<file path="src/rtl/hazard_pkg.sv">
// Shared types for the pipeline hazard arbiter.
// Struct fields are sized for the largest supported configuration.
package hazard_pkg;

  localparam int HZ_SRC_W  = 8;
  localparam int HZ_ADDR_W = 64;

  typedef struct packed {
    logic                 valid;
    logic [HZ_SRC_W-1:0]  src;
    logic [HZ_ADDR_W-1:0] target;
  } redirect_t;

  // Counter bank layout: stall counters first, then redirect counters.
  function automatic int cnt_idx(
    input int   num_stages,
    input logic is_redirect,
    input int   stage
  );
    return is_redirect ? num_stages + stage : stage;
  endfunction

endpackage

</file>
<file path="src/rtl/hazard_event_counters.sv">
// Saturating hazard event counters with synchronous clear.
// Read value is registered one cycle behind the select.
module hazard_event_counters
  import hazard_pkg::*;
#(
  parameter int NUM_STAGES = 5,
  parameter int CNT_WIDTH  = 16
) (
  input  logic                              clk,
  input  logic                              rst_n,
  input  logic [NUM_STAGES-1:0]             i_stall_evt,
  input  logic [NUM_STAGES-1:0]             i_fire_evt,
  input  logic [$clog2(2*NUM_STAGES)-1:0]   i_sel,
  input  logic                              i_clear,
  output logic [CNT_WIDTH-1:0]              o_value
);

  localparam int NC = 2 * NUM_STAGES;

  logic [NC-1:0]        w_evt;
  logic [CNT_WIDTH-1:0] r_cnt [NC];
  logic [CNT_WIDTH-1:0] r_value;

  // Map stall and redirect events onto the counter layout.
  always_comb begin
    w_evt = '0;
    for (int k = 0; k < NUM_STAGES; k++) begin
      w_evt[cnt_idx(NUM_STAGES, 1'b0, k)] = i_stall_evt[k];
      w_evt[cnt_idx(NUM_STAGES, 1'b1, k)] = i_fire_evt[k];
    end
  end

  // Count, saturate, clear, and register the selected value.
  always_ff @(posedge clk or negedge rst_n) begin
    if (!rst_n) begin
      for (int k = 0; k < NC; k++) r_cnt[k] <= '0;
      r_value <= '0;
    end else begin
      r_value <= (int'(i_sel) < NC) ? r_cnt[i_sel] : '0;
      for (int k = 0; k < NC; k++) begin
        if (i_clear) begin
          r_cnt[k] <= '0;
        end else if (w_evt[k] && (r_cnt[k] != '1)) begin
          r_cnt[k] <= r_cnt[k] + CNT_WIDTH'(1);
        end
      end
    end
  end

  assign o_value = r_value;

endmodule

</file>
<file path="src/rtl/pipeline_hazard_arbiter.sv">
// Resolves stage stalls and PC redirects into stall/flush/PC-load.
// Holds one blocked redirect; runs a front-end stall watchdog.
module pipeline_hazard_arbiter
  import hazard_pkg::*;
#(
  parameter int NUM_STAGES = 5,
  parameter int ADDR_WIDTH = 32,
  parameter int CNT_WIDTH  = 16,
  parameter int WDOG_LIMIT = 1024
) (
  input  logic                             clk,
  input  logic                             rst_n,
  input  logic [NUM_STAGES-1:0]            stall_req,
  input  logic [NUM_STAGES-1:0]            redirect_valid,
  input  logic [NUM_STAGES*ADDR_WIDTH-1:0] redirect_target,
  output logic [NUM_STAGES-1:0]            stall,
  output logic [NUM_STAGES-1:0]            flush,
  output logic                             load_pc_we,
  output logic [ADDR_WIDTH-1:0]            load_pc_target,
  output logic                             redirect_pending,
  input  logic [$clog2(2*NUM_STAGES)-1:0]  cnt_sel,
  input  logic                             cnt_clear,
  output logic [CNT_WIDTH-1:0]             cnt_value,
  output logic                             wdog_timeout
);

  localparam int N    = NUM_STAGES;
  localparam int WD_W = $clog2(WDOG_LIMIT + 1);

  redirect_t       r_pend;
  redirect_t       w_new;
  redirect_t       w_e;
  logic            w_blocked;
  logic            w_fire;
  logic [N-1:0]    w_chain;
  logic [N-1:0]    w_fire_evt;
  logic            w_wd_run;
  logic [WD_W-1:0] r_wd_cnt;
  logic            r_wd_to;
  logic            w_unused;

  // Pick the oldest new request and merge it with the held one.
  always_comb begin
    w_new = '0;
    for (int i = 1; i < N; i++) begin
      if (redirect_valid[i]) begin
        w_new.valid = 1'b1;
        w_new.src   = HZ_SRC_W'(i);
        w_new.target = '0;
        w_new.target[ADDR_WIDTH-1:0] =
          redirect_target[i*ADDR_WIDTH +: ADDR_WIDTH];
      end
    end
    if (w_new.valid &&
        (!r_pend.valid || (w_new.src >= r_pend.src))) begin
      w_e = w_new;
    end else begin
      w_e = r_pend;
    end
  end

  // Decide whether the candidate is held back by an older stall.
  always_comb begin
    w_blocked = 1'b0;
    for (int j = 0; j < N; j++) begin
      if (stall_req[j] && (HZ_SRC_W'(j) >= w_e.src)) begin
        w_blocked = 1'b1;
      end
    end
    w_blocked = w_blocked & w_e.valid;
    w_fire    = w_e.valid & ~w_blocked;
  end

  // Build stall/flush vectors from the stall chain and redirect.
  always_comb begin
    w_chain[N-1] = stall_req[N-1];
    for (int i = N - 2; i >= 0; i--) begin
      w_chain[i] = stall_req[i] | w_chain[i+1];
    end
    stall      = w_chain;
    flush      = '0;
    w_fire_evt = '0;
    for (int i = 0; i < N; i++) begin
      if (w_e.valid && (HZ_SRC_W'(i) <= w_e.src)) begin
        stall[i] = ~w_fire;
        if (w_fire && (i != 0)) flush[i] = 1'b1;
      end
      if (w_fire && (HZ_SRC_W'(i) == w_e.src)) begin
        w_fire_evt[i] = 1'b1;
      end
    end
    if (!w_fire) begin
      for (int i = 0; i < N - 1; i++) begin
        flush[i+1] = stall[i] & ~stall[i+1];
      end
    end
  end

  assign load_pc_we       = w_fire;
  assign load_pc_target   = w_e.target[ADDR_WIDTH-1:0];
  assign redirect_pending = w_blocked;
  assign w_wd_run         = stall[0] & ~w_fire;

  // Hold a blocked redirect; drop it once it fires.
  always_ff @(posedge clk or negedge rst_n) begin
    if (!rst_n) begin
      r_pend <= '0;
    end else begin
      r_pend <= w_blocked ? w_e : '0;
    end
  end

  // Count consecutive front-end stalls; trip a sticky flag.
  always_ff @(posedge clk or negedge rst_n) begin
    if (!rst_n) begin
      r_wd_cnt <= '0;
      r_wd_to  <= 1'b0;
    end else if (!w_wd_run) begin
      r_wd_cnt <= '0;
    end else begin
      if (r_wd_cnt != WD_W'(WDOG_LIMIT)) begin
        r_wd_cnt <= r_wd_cnt + WD_W'(1);
      end
      if (r_wd_cnt >= WD_W'(WDOG_LIMIT - 1)) begin
        r_wd_to <= 1'b1;
      end
    end
  end

  assign wdog_timeout = r_wd_to;

  hazard_event_counters #(
    .NUM_STAGES (N),
    .CNT_WIDTH  (CNT_WIDTH)
  ) u_cnt (
    .clk         (clk),
    .rst_n       (rst_n),
    .i_stall_evt (stall_req),
    .i_fire_evt  (w_fire_evt),
    .i_sel       (cnt_sel),
    .i_clear     (cnt_clear),
    .o_value     (cnt_value)
  );

  assign w_unused = ^{redirect_valid[0],
                      redirect_target[ADDR_WIDTH-1:0],
                      w_e.target[HZ_ADDR_W-1:ADDR_WIDTH]};

endmodule
</file>
<file path="config.mk">
export PLATFORM = sky130hd
export DESIGN_NAME = pipeline_hazard_arbiter
export DESIGN_NICKNAME = d
export VERILOG_FILES = /design/src/rtl/hazard_pkg.sv /design/src/rtl/hazard_event_counters.sv /design/src/rtl/pipeline_hazard_arbiter.sv
export SDC_FILE = /design/constraint.sdc
export NUM_CORES = 1
export LEC_CHECK = 0
export CAP_MARGIN = 25
export CORE_MARGIN = 4
export CORE_UTILIZATION = 32
export DETAILED_ROUTE_END_ITERATION = 12
export GPL_ROUTABILITY_DRIVEN = 1
export PLACE_DENSITY = 0.65
export RECOVER_POWER = 25
export SLEW_MARGIN = 20
export SYNTH_ARGS = -nofsm -noshare
export SYNTH_HDL_FRONTEND = slang
export SYNTH_SLANG_ARGS = --single-unit
</file>
<file path="constraint.sdc">
create_clock -name clk -period 6.7 [get_ports clk]
set_input_delay 0.67 -clock clk [delete_from_list [all_inputs] [get_ports clk]]
set_output_delay 0.67 -clock clk [all_outputs]
set_load 0.03 [all_outputs]
</file>
Yosys cells after proc, flatten, opt, wreduce, memory -nomap -nowiden --
Cells that the tools add are included.
Storage, ports and cells: register bits 229, word-level logic and storage cells 167
Cells by class: muxes and demuxes 52, magnitude comparators 14, reduce and logical (&&, ||, !) cells 40, equal/unequal tests 16, bitwise operators 18, add/subtract/negate cells 11
Operators by type and width (number):
- 2-to-1 mux 73 bit | 6
- 2-to-1 mux 16 bit | 23
- adder 16 x 1 -> 16 bit, second input constant | 10
- inequality test 16 bit, second input constant | 10
- binary-select mux 16 bit (select 4 bit) | 1
- logical AND 1 bit | 26
- 2-to-1 mux 11 bit | 2
- nonzero test 2 bit | 10
- 2-to-1 mux 1 bit | 19
- equality test 2 x 8 -> 1 bit, first input constant | 2
- >= comparator 1 x 8 -> 1 bit, first input constant | 2
- >= comparator 2 x 8 -> 1 bit, first input constant | 2
- <= comparator 1 x 8 -> 1 bit, first input constant | 2
- <= comparator 2 x 8 -> 1 bit, first input constant | 2
- adder 11 x 1 -> 11 bit, second input constant | 1
- >= comparator 11 x 10 -> 1 bit, second input constant | 1
- inequality test 11 bit, second input constant | 1
- equality test 1 x 8 -> 1 bit, first input constant | 1
- equality test 3 x 8 -> 1 bit, first input constant | 1
- >= comparator 3 x 8 -> 1 bit, first input constant | 1
- >= comparator 8 bit | 1
- <= comparator 3 x 8 -> 1 bit, first input constant | 1
- logical NOT 8 bit | 1
- AND 1 bit | 7
- 10 further kinds | 18

Longest topological paths before layout --
Gate-level depths: netlist (run 1).
depth in word-level cells 23, depth in mapped cells 16, mapped depth without buffers 13

Hierarchy --
A second synthesis (run 1) with hierarchy kept.
Second synthesis, totals: cells, all modules 1498, area total of the unflattened synthesis 13760.7 um2
Modules (own cells, without submodules):
- hazard_event_counters | area an instance 10095.9 um2, cells an instance 1036, sequential area each 4404.2 um2, instances 1
- pipeline_hazard_arbiter | area an instance 3664.8 um2, cells an instance 462, sequential area each 1326.3 um2, instances 1

Least setup slack after synthesis (run 1) --
Ideal clock, no wire load.
kind input -> output, from input redirect_valid[4], to output flush[1], slack 1.770 ns, stages 12, buffers on the path 3, required time 6.030 ns, arrival time 4.260 ns, cell sequence buf_2 clkbuf_1 buf_1 nor2_1 ha_1 a221o_1 a211oi_1 o211a_2 nor2_1 nand3_1 o41ai_1 o41ai_1
Between the ends: longest elaborated chain between the ends 20
Ends and longest elaborated chain:
- from (decl) | RTL line pipeline_hazard_arbiter.sv:14 | input logic [NUM_STAGES-1:0] redirect_valid,
- 2-to-1 mux 73 bit * | RTL line pipeline_hazard_arbiter.sv:46 | if (redirect_valid[i]) begin
- >= comparator 8 bit | RTL line pipeline_hazard_arbiter.sv:55 | (!r_pend.valid || (w_new.src >= r_pend.src))) begin
- logical OR 1 bit | RTL line pipeline_hazard_arbiter.sv:55
- logical AND 1 bit | RTL line pipeline_hazard_arbiter.sv:54 | if (w_new.valid &&
- 2-to-1 mux 73 bit * | RTL line pipeline_hazard_arbiter.sv:54
- >= comparator 1 x 8 -> 1 bit | RTL line pipeline_hazard_arbiter.sv:66 | if (stall_req[j] && (HZ_SRC_W'(j) >= w_e.src)) begin
- logical AND 1 bit | RTL line pipeline_hazard_arbiter.sv:66
- 2-to-1 mux 1 bit (5 in a row) | RTL line pipeline_hazard_arbiter.sv:66
- AND 1 bit | RTL line pipeline_hazard_arbiter.sv:70 | w_blocked = w_blocked & w_e.valid;
- inverter 1 bit | RTL line pipeline_hazard_arbiter.sv:71 | w_fire = w_e.valid & ~w_blocked;
- AND 1 bit | RTL line pipeline_hazard_arbiter.sv:71
- inverter 1 bit | RTL line pipeline_hazard_arbiter.sv:85 | stall[i] = ~w_fire;
- 2-to-1 mux 1 bit | RTL line pipeline_hazard_arbiter.sv:84 | if (w_e.valid && (HZ_SRC_W'(i) <= w_e.src)) begin
- inverter 1 bit | RTL line pipeline_hazard_arbiter.sv:94 | flush[i+1] = stall[i] & ~stall[i+1];
- AND 1 bit | RTL line pipeline_hazard_arbiter.sv:94
- 2-to-1 mux 4 bit * | RTL line pipeline_hazard_arbiter.sv:92 | if (!w_fire) begin
- to (decl) | RTL line pipeline_hazard_arbiter.sv:17 | output logic [NUM_STAGES-1:0] flush,
Every way passes the cells marked *; elsewhere a longest branch is shown, timed or not. The select of a mux whose other input is x is not followed.

Final worst setup path (run 1) --
from input redirect_valid[1], to output flush[2]
Between the ends: longest elaborated chain between the ends 23
Ends and longest elaborated chain (RTL line):
- 2-to-1 mux 73 bit * (4 in a row) | pipeline_hazard_arbiter.sv:46
- >= comparator 8 bit | pipeline_hazard_arbiter.sv:55
- logical OR 1 bit | pipeline_hazard_arbiter.sv:55
- logical AND 1 bit | pipeline_hazard_arbiter.sv:54
- 2-to-1 mux 73 bit * | pipeline_hazard_arbiter.sv:54
- >= comparator 1 x 8 -> 1 bit | pipeline_hazard_arbiter.sv:66
- logical AND 1 bit | pipeline_hazard_arbiter.sv:66
- 2-to-1 mux 1 bit (5 in a row) | pipeline_hazard_arbiter.sv:66
- AND 1 bit | pipeline_hazard_arbiter.sv:70
- inverter 1 bit | pipeline_hazard_arbiter.sv:71
- AND 1 bit | pipeline_hazard_arbiter.sv:71
- inverter 1 bit | pipeline_hazard_arbiter.sv:85
- 2-to-1 mux 1 bit | pipeline_hazard_arbiter.sv:84
- inverter 1 bit | pipeline_hazard_arbiter.sv:94
- AND 1 bit | pipeline_hazard_arbiter.sv:94
- 2-to-1 mux 4 bit * | pipeline_hazard_arbiter.sv:92
Marks and branches as above.

==> impl_metrics.tcl, run 1 <==
set metrics [dict create \
    p_seq_share_pct 33.4 \
    portBuffers 203 \
    drtIter0Drc 1025 \
    critPathMaxFanout 8 \
    rsz0062_at_grt "false" \
    clock_latency_ns 0.53 \
    finish.net_count 1826 \
    async_reset_ff_share_pct 100.0 \
    grt_max_degree 94 \
    synth_warnings 0 \
    yosysUniqueCellTypes 71 \
    fmax_ghz 0.1876 \
    critPathArrivalTime_ns 4.66 \
    fin_skew_ns 0.008974 \
    min_path_type "flip-flop to flip-flop" \
    p_clk_share_pct 32.3 \
    ys_seq_area_share_pct 42.74 \
    die-width_um 212.7 \
    cts_setup_buffers 0 \
    p_leak_nw 6.587 \
    fillers 4037 \
    ant_nets 0 \
    finalSetupViolations 0 \
    io_pins 238 \
    core-area_mm2 0.04111 \
    ys.flop_type "dfrtp_1" \
    numClockSinks 229 \
    cts_root_buf "clkbuf_16" \
    globalplace.congestion 0.8506 \
    p_comb_share_pct 34.2 \
    cts-resized-gates 0 \
    via_per_inst 5.470 \
    required_ns 6.03 \
    power_density_mw_per_mm2 272.8 \
    violations "max-capacitance violations, max-slew violations" \
    period_share_pct 79.56 \
    ctsHoldBuffers 0 \
    r2r_slack_ns 2.71 \
    cts_buffers 27 \
    syn_avg_cell_area_um2 9.126 \
    cts_buffer_depth 3 \
    relSlewSlack_pct -237.8 \
    wl_per_cell_um 18.50 \
    path_clk_slew_ns 0.06 \
    finalSetupTns_ns 0 \
    hold_viol_final 0 \
    crit_path_start_kind "input pin" \
    max-vdd-ir-drop_mv 0.2808 \
    ys_ff_latch 229 \
    p_sw_share_pct 35.77 \
    period_needed_ns 5.331 \
    rows 74 \
    maxCapViolations 1 \
    post-route-drc-count 0 \
    die_y_um 212.7 \
    grtUsageTotal_pct 17.61 \
    outcome "finished with violations" \
    cts_tree "done" \
    first_global_vias 11750 \
    worstSetupPathType "input pin to output pin" \
    syn-cell-area_mm2 0.01341 \
    antenna_found_initial 1 \
    layout-drive-gt1-share_pct 9.250 \
    vias 11962 \
    layout_commonest_cell "dfrtp_1" \
    start_util_pct 32.61 \
    drv_slew 94 \
    tightest_slew_ns 5.066 \
    routed_wl_um 40450 \
    p_total_mw 4.586 \
    drtPass1Iterations 5 \
    power.switching_mw 1.641 \
    grt_pass1_wl_um 64510 \
    synth_edf_count 0 \
    grt_overflow_total 0 \
    dp_cells 2137 \
    crit_path_end_kind "output pin" \
    fin_cells 2187 \
    synthCells 1469 \
    die-area_mm2 0.04523 \
    mostFrequentLayoutCells "dfrtp_1, clkdlybuf4s50_1, nor2_1" \
    internal_power_mw 2.946 \
    dpl.hpwl_um 29070 \
    syn_to_final_growth_pct 25.42 \
    cts.htree.levels 1 \
]
synth_stat cells (8+ instances only):
| library cell | count | area share (%) |
|---|---|---|
| or3_1 | 53 | 2.5 |
| mux4_2 | 32 | 5.4 |
| and3_1 | 25 | 1.2 |
| buf_1 | 8 | 0.22 |
| o21ai_0 | 114 | 4.3 |
| dfrtp_1 | 229 | 43 |
| inv_1 | 40 | 1.1 |
| a221o_1 | 33 | 2.5 |
| nor3_1 | 13 | 0.49 |
| o31ai_1 | 13 | 0.73 |
| nor2_1 | 188 | 5.3 |
| nand4_1 | 37 | 1.7 |
| a221oi_1 | 16 | 1.0 |
| nand3_1 | 61 | 2.3 |
| or2_2 | 11 | 0.51 |
| clkbuf_1 | 72 | 2.0 |
| nor2b_1 | 37 | 1.7 |
| a21oi_1 | 114 | 4.3 |
| ha_1 | 15 | 1.4 |
| xor2_1 | 57 | 3.7 |
| xnor2_1 | 40 | 2.6 |
| and4_1 | 13 | 0.85 |
| or4_1 | 10 | 0.56 |
| mux2_2 | 18 | 1.5 |
| nand2_1 | 127 | 3.6 |
routing by layer:
| metal | global-route usage [%] | vias up | share of wire (%) |
|---|---|---|---|
| met2 | 28.81 | 294 | 48 |
| met4 | 5.287 | 0 | 2.6 |
| li1 | - | 5624 | - |
| met3 | 2.762 | 69 | 5.5 |
| met1 | 24.31 | 5975 | 44 |
| met5 | 0 | - | 0 |
worst max-delay path: stages:
cell             delay [ns]
clkdlybuf4s50_1        0.49
nor2b_2                0.16
o21a_1                 0.21
inv_1                  0.08
ha_1                   0.26
nand2b_1               0.17
a221o_1                0.45
a211oi_1               0.33
o211a_2                0.38
nor2_1                 0.16
nand3_1                0.23
a32oi_1                0.13
o22ai_1                0.22
clkdlybuf4s50_1        0.72
registers in the layout, summed over array words and instances (netlist names):
register and flops:
u_cnt.r_cnt 160, r_pend 41, u_cnt.o_value 16, r_wd_cnt 11, wdog_timeout 1
final timing paths:
kind,start,endpoint,cells past startpoint
worst max-delay path,redirect_valid[1],flush[2],14
worst min-delay path,wdog_timeout,wdog_timeout,1
worst max register to register,r_pend[64],u_cnt.r_cnt[15],9
worst min register to register,wdog_timeout,wdog_timeout,1
max in group asynchronous,rst_n,r_pend[24],2
min in group asynchronous,rst_n,u_cnt.r_cnt[5],1
layout make-up:
cell class	count	area (um^2)	share of cell area (%)
clock inverters	18	188.9	1.124
multi-input cells	1118	7233	43.02
well taps	532	665.6	3.959
repair buffers	218	2133	12.69
inverters	40	150.1	0.8929
clock buffers	31	710.7	4.227
diodes	1	2.502	0.01488
flip-flops and latches	229	5731	34.08
per-stage QoR:
step           hold slack, ns  utilization [%]  instance area [um^2]  setup WS, ns
2_1_floorplan          0.3744                -                 13430         1.770
3_3_place_gp           0.4618            38.74                 15930         1.384
3_5_place_dp           0.4651            38.75                 15930         1.349
4_1_cts                0.1973            40.94                 16830         1.322
5_1_grt                0.4965            40.90                 16810        0.6813
6_report               0.4800            40.90                 16810         1.369
power by group through the flow:
stage	clock network (mW)	registers [mW]	logic (mW)
2_1_floorplan	0	1.55	0.902
3_3_place_gp	0	1.55	1.57
3_5_place_dp	0	1.56	1.58
4_1_cts	1.51	1.53	1.59
5_1_grt	1.58	1.54	1.70
6_report	1.48	1.53	1.57
logic make-up after synthesis:
group | count (synthesis) | share of synthesized area (%)
fa+ha+maj | 15 | 1.400
mux | 57 | 7.410
compound gates | 337 | 15.76
other cells | 1 | 0.02797
simple gates | 606 | 22.68
flops | 229 | 42.74
xor+xnor | 97 | 6.337
buf+inv | 127 | 3.640
Note: power is estimated with default switching activity, not from simulation.
==> run 2, diff against run 1 <==
PLACE_DENSITY = 0.67   (was 0.65)
clock period = 4.5 ns   (was 6.7 ns; I/O delays follow)
==> run 2 against run 1 <==
  * The run still ends with max-capacitance violations, max-slew violations left
  * Sequential power up 50%
  * Register-to-register slack worse by 1.9 ns
  * Non-clock buffer count up 20
  * Clock power up 47%
  * First-iteration DRC count down 1.1%
  * Clock-buffer cell count unchanged
  * Die area unchanged
  * Critical path type unchanged
==> impl_metrics.tcl, run 2 (synthesis gave the netlist of run 1 again) <==
set metrics [dict create \
    p_total_mw 6.968 \
    fin_cells 2204 \
    n_antenna_cell 0 \
    max_stage_delay_ns 0.47 \
    via_per_inst 5.438 \
    grtUsageTotal_pct 17.54 \
    cts_root_buf "clkbuf_16" \
    path_clk_slew_ns 0.05 \
    rsz0062_at_grt "false" \
    io_pins 238 \
    routed_wl_um 40140 \
    dp_cells 2155 \
    outcome "finished with violations" \
    cts.htree.levels 1 \
    clock_latency_ns 0.53 \
    finalSetupViolations 0 \
    fmax_ghz 0.2320 \
    critPathMaxFanout 6 \
    p_leak_nw 6.792 \
    dpl.hpwl_um 29170 \
    fillers 4009 \
    maxCapViolations 1 \
    mostFrequentLayoutCells "dfrtp_1, nor2_1, clkdlybuf4s50_1" \
    max-vdd-ir-drop_mv 0.2877 \
    violations "max-capacitance violations, max-slew violations" \
    grt_overflow_total 0 \
    power_density_mw_per_mm2 409.7 \
    worstSetupPathType "input pin to output pin" \
    fin_skew_ns 0.009563 \
    ant_nets 0 \
    die-width_um 212.7 \
    period_needed_ns 4.310 \
    critPathArrivalTime_ns 3.86 \
    drtIter0Drc 1014 \
    timing.critical_path.cells "clkdlybuf4s50_1, nor2b_2, o21a_1, inv_1, ha_1, nand2b_1, a221oi_4, buf_4, nor4_4, o211a_2, or2_2, o31a_1, nand2b_1, a21oi_2, buf_4, buf_12" \
    post-route-drc-count 0 \
    period_share_pct 95.78 \
    finish.net_count 1845 \
    top_register "u_cnt.r_cnt" \
    ctsHoldBuffers 0 \
    first_global_vias 11749 \
    critPathSlowestCell "clkdlybuf4s50_1" \
    globalplace.congestion 0.9078 \
    grt_pass1_wl_um 64250 \
    die-area_mm2 0.04523 \
    antenna_found_initial 1 \
    finalSetupTns_ns 0 \
    cp.depth 16 \
    r2r_cells 10 \
    core-area_mm2 0.04111 \
    cts_tree "done" \
    tightest_slew_ns 3.001 \
    layout-drive-gt1-share_pct 13.16 \
    vias 11985 \
    path_buf_inv 5 \
    start_util_pct 32.61 \
    cp_top_family "compound AO/OA/AOI/OAI gates" \
    portBuffers 203 \
    min_path_type "input pin to flip-flop" \
    crit_path_start_kind "input pin" \
    syn_to_final_growth_pct 26.88 \
    crit_path_end_kind "output pin" \
    rows 74 \
    required_ns 4.05 \
    drv_slew 121 \
    cts_buffer_depth 3 \
    worstHoldPathCells 3 \
    numClockSinks 229 \
    relSlewSlack_pct -100.1 \
    grt_max_degree 121 \
    die_y_um 212.7 \
    hold_viol_final 0 \
    largest_reg_flops 160 \
    wl_per_cell_um 18.21 \
    drtPass1Iterations 5 \
    cts_buffers 26 \
    layout_commonest_cell "dfrtp_1" \
]
==> run 2: through the flow <==
step	utilization [%]	area, um^2	hold WS (ns)	worst slack (ns)
after detailed placement	39.11	16080	0.4636	0.04545
after floorplan	-	13430	0.1544	0.009957
after global placement	39.11	16080	0.4687	0.07950
final	41.38	17010	0.3085	0.1900
after CTS	41.28	16970	0.05015	0.03011
after global routing	41.38	17010	0.3184	0.01536
==> run 2: repair_timing <==
action | CTS | global route
hold endpoints to repair | 0 | 0
resized for setup | 0 | 10
setup buffers | 0 | 2
setup endpoints to repair | 0 | 3
==> run 2: routing by layer <==
layer | global-route usage [%] | share of wire, % | vias to the layer above
met5 | 0 | 0.032 | -
met4 | 5.775 | 3.4 | 2
met3 | 3.159 | 5.2 | 78
met2 | 28.50 | 48 | 272
met1 | 23.90 | 44 | 5969
li1 | - | - | 5664
==> run 2: area by class of cell <==
cell class / count / area [um^2] / share of cell area, %
Clock buffer: 31 / 730.7 / 4.296
Clock inverter: 16 / 158.9 / 0.9342
Inverter: 40 / 150.1 / 0.8827
Multi-Input combinational cell: 1118 / 7284 / 42.82
Sequential cell: 229 / 5731 / 33.69
Tap cell: 532 / 665.6 / 3.913
Timing Repair Buffer: 238 / 2290 / 13.46
==> run 2: tightest hold or removal path, delay by kind of cell <==
kind | cells | cell delay, ns
buffers and inverters | 1 | 0.17
AO/OA/AOI/OAI | 1 | 0.07
AND/OR/NAND/NOR | 1 | 0.09
==> run 2: report_power, final <==
group          switching, mW  total (mW)  internal [mW]  leakage, nW
Clock                  0.898        2.18           1.28        0.436
Sequential            0.0829        2.29           2.20         3.14
Combinational           1.52        2.50          0.983         3.21
Total                   2.50        6.97           4.47         6.79
==> run 2: path summary, 6_finish.rpt <==
kind                                    from               to  slack, ns
setup reg to reg                  r_pend[66]  u_cnt.r_cnt[78]       0.77
hold reg to reg                 wdog_timeout     wdog_timeout       0.47
hold / removal             redirect_valid[4]       r_pend[66]       0.31
max in group asynchronous              rst_n       r_pend[29]       1.10
min in group asynchronous              rst_n   u_cnt.r_cnt[5]       0.88
setup / recovery           redirect_valid[1]         flush[4]       0.19
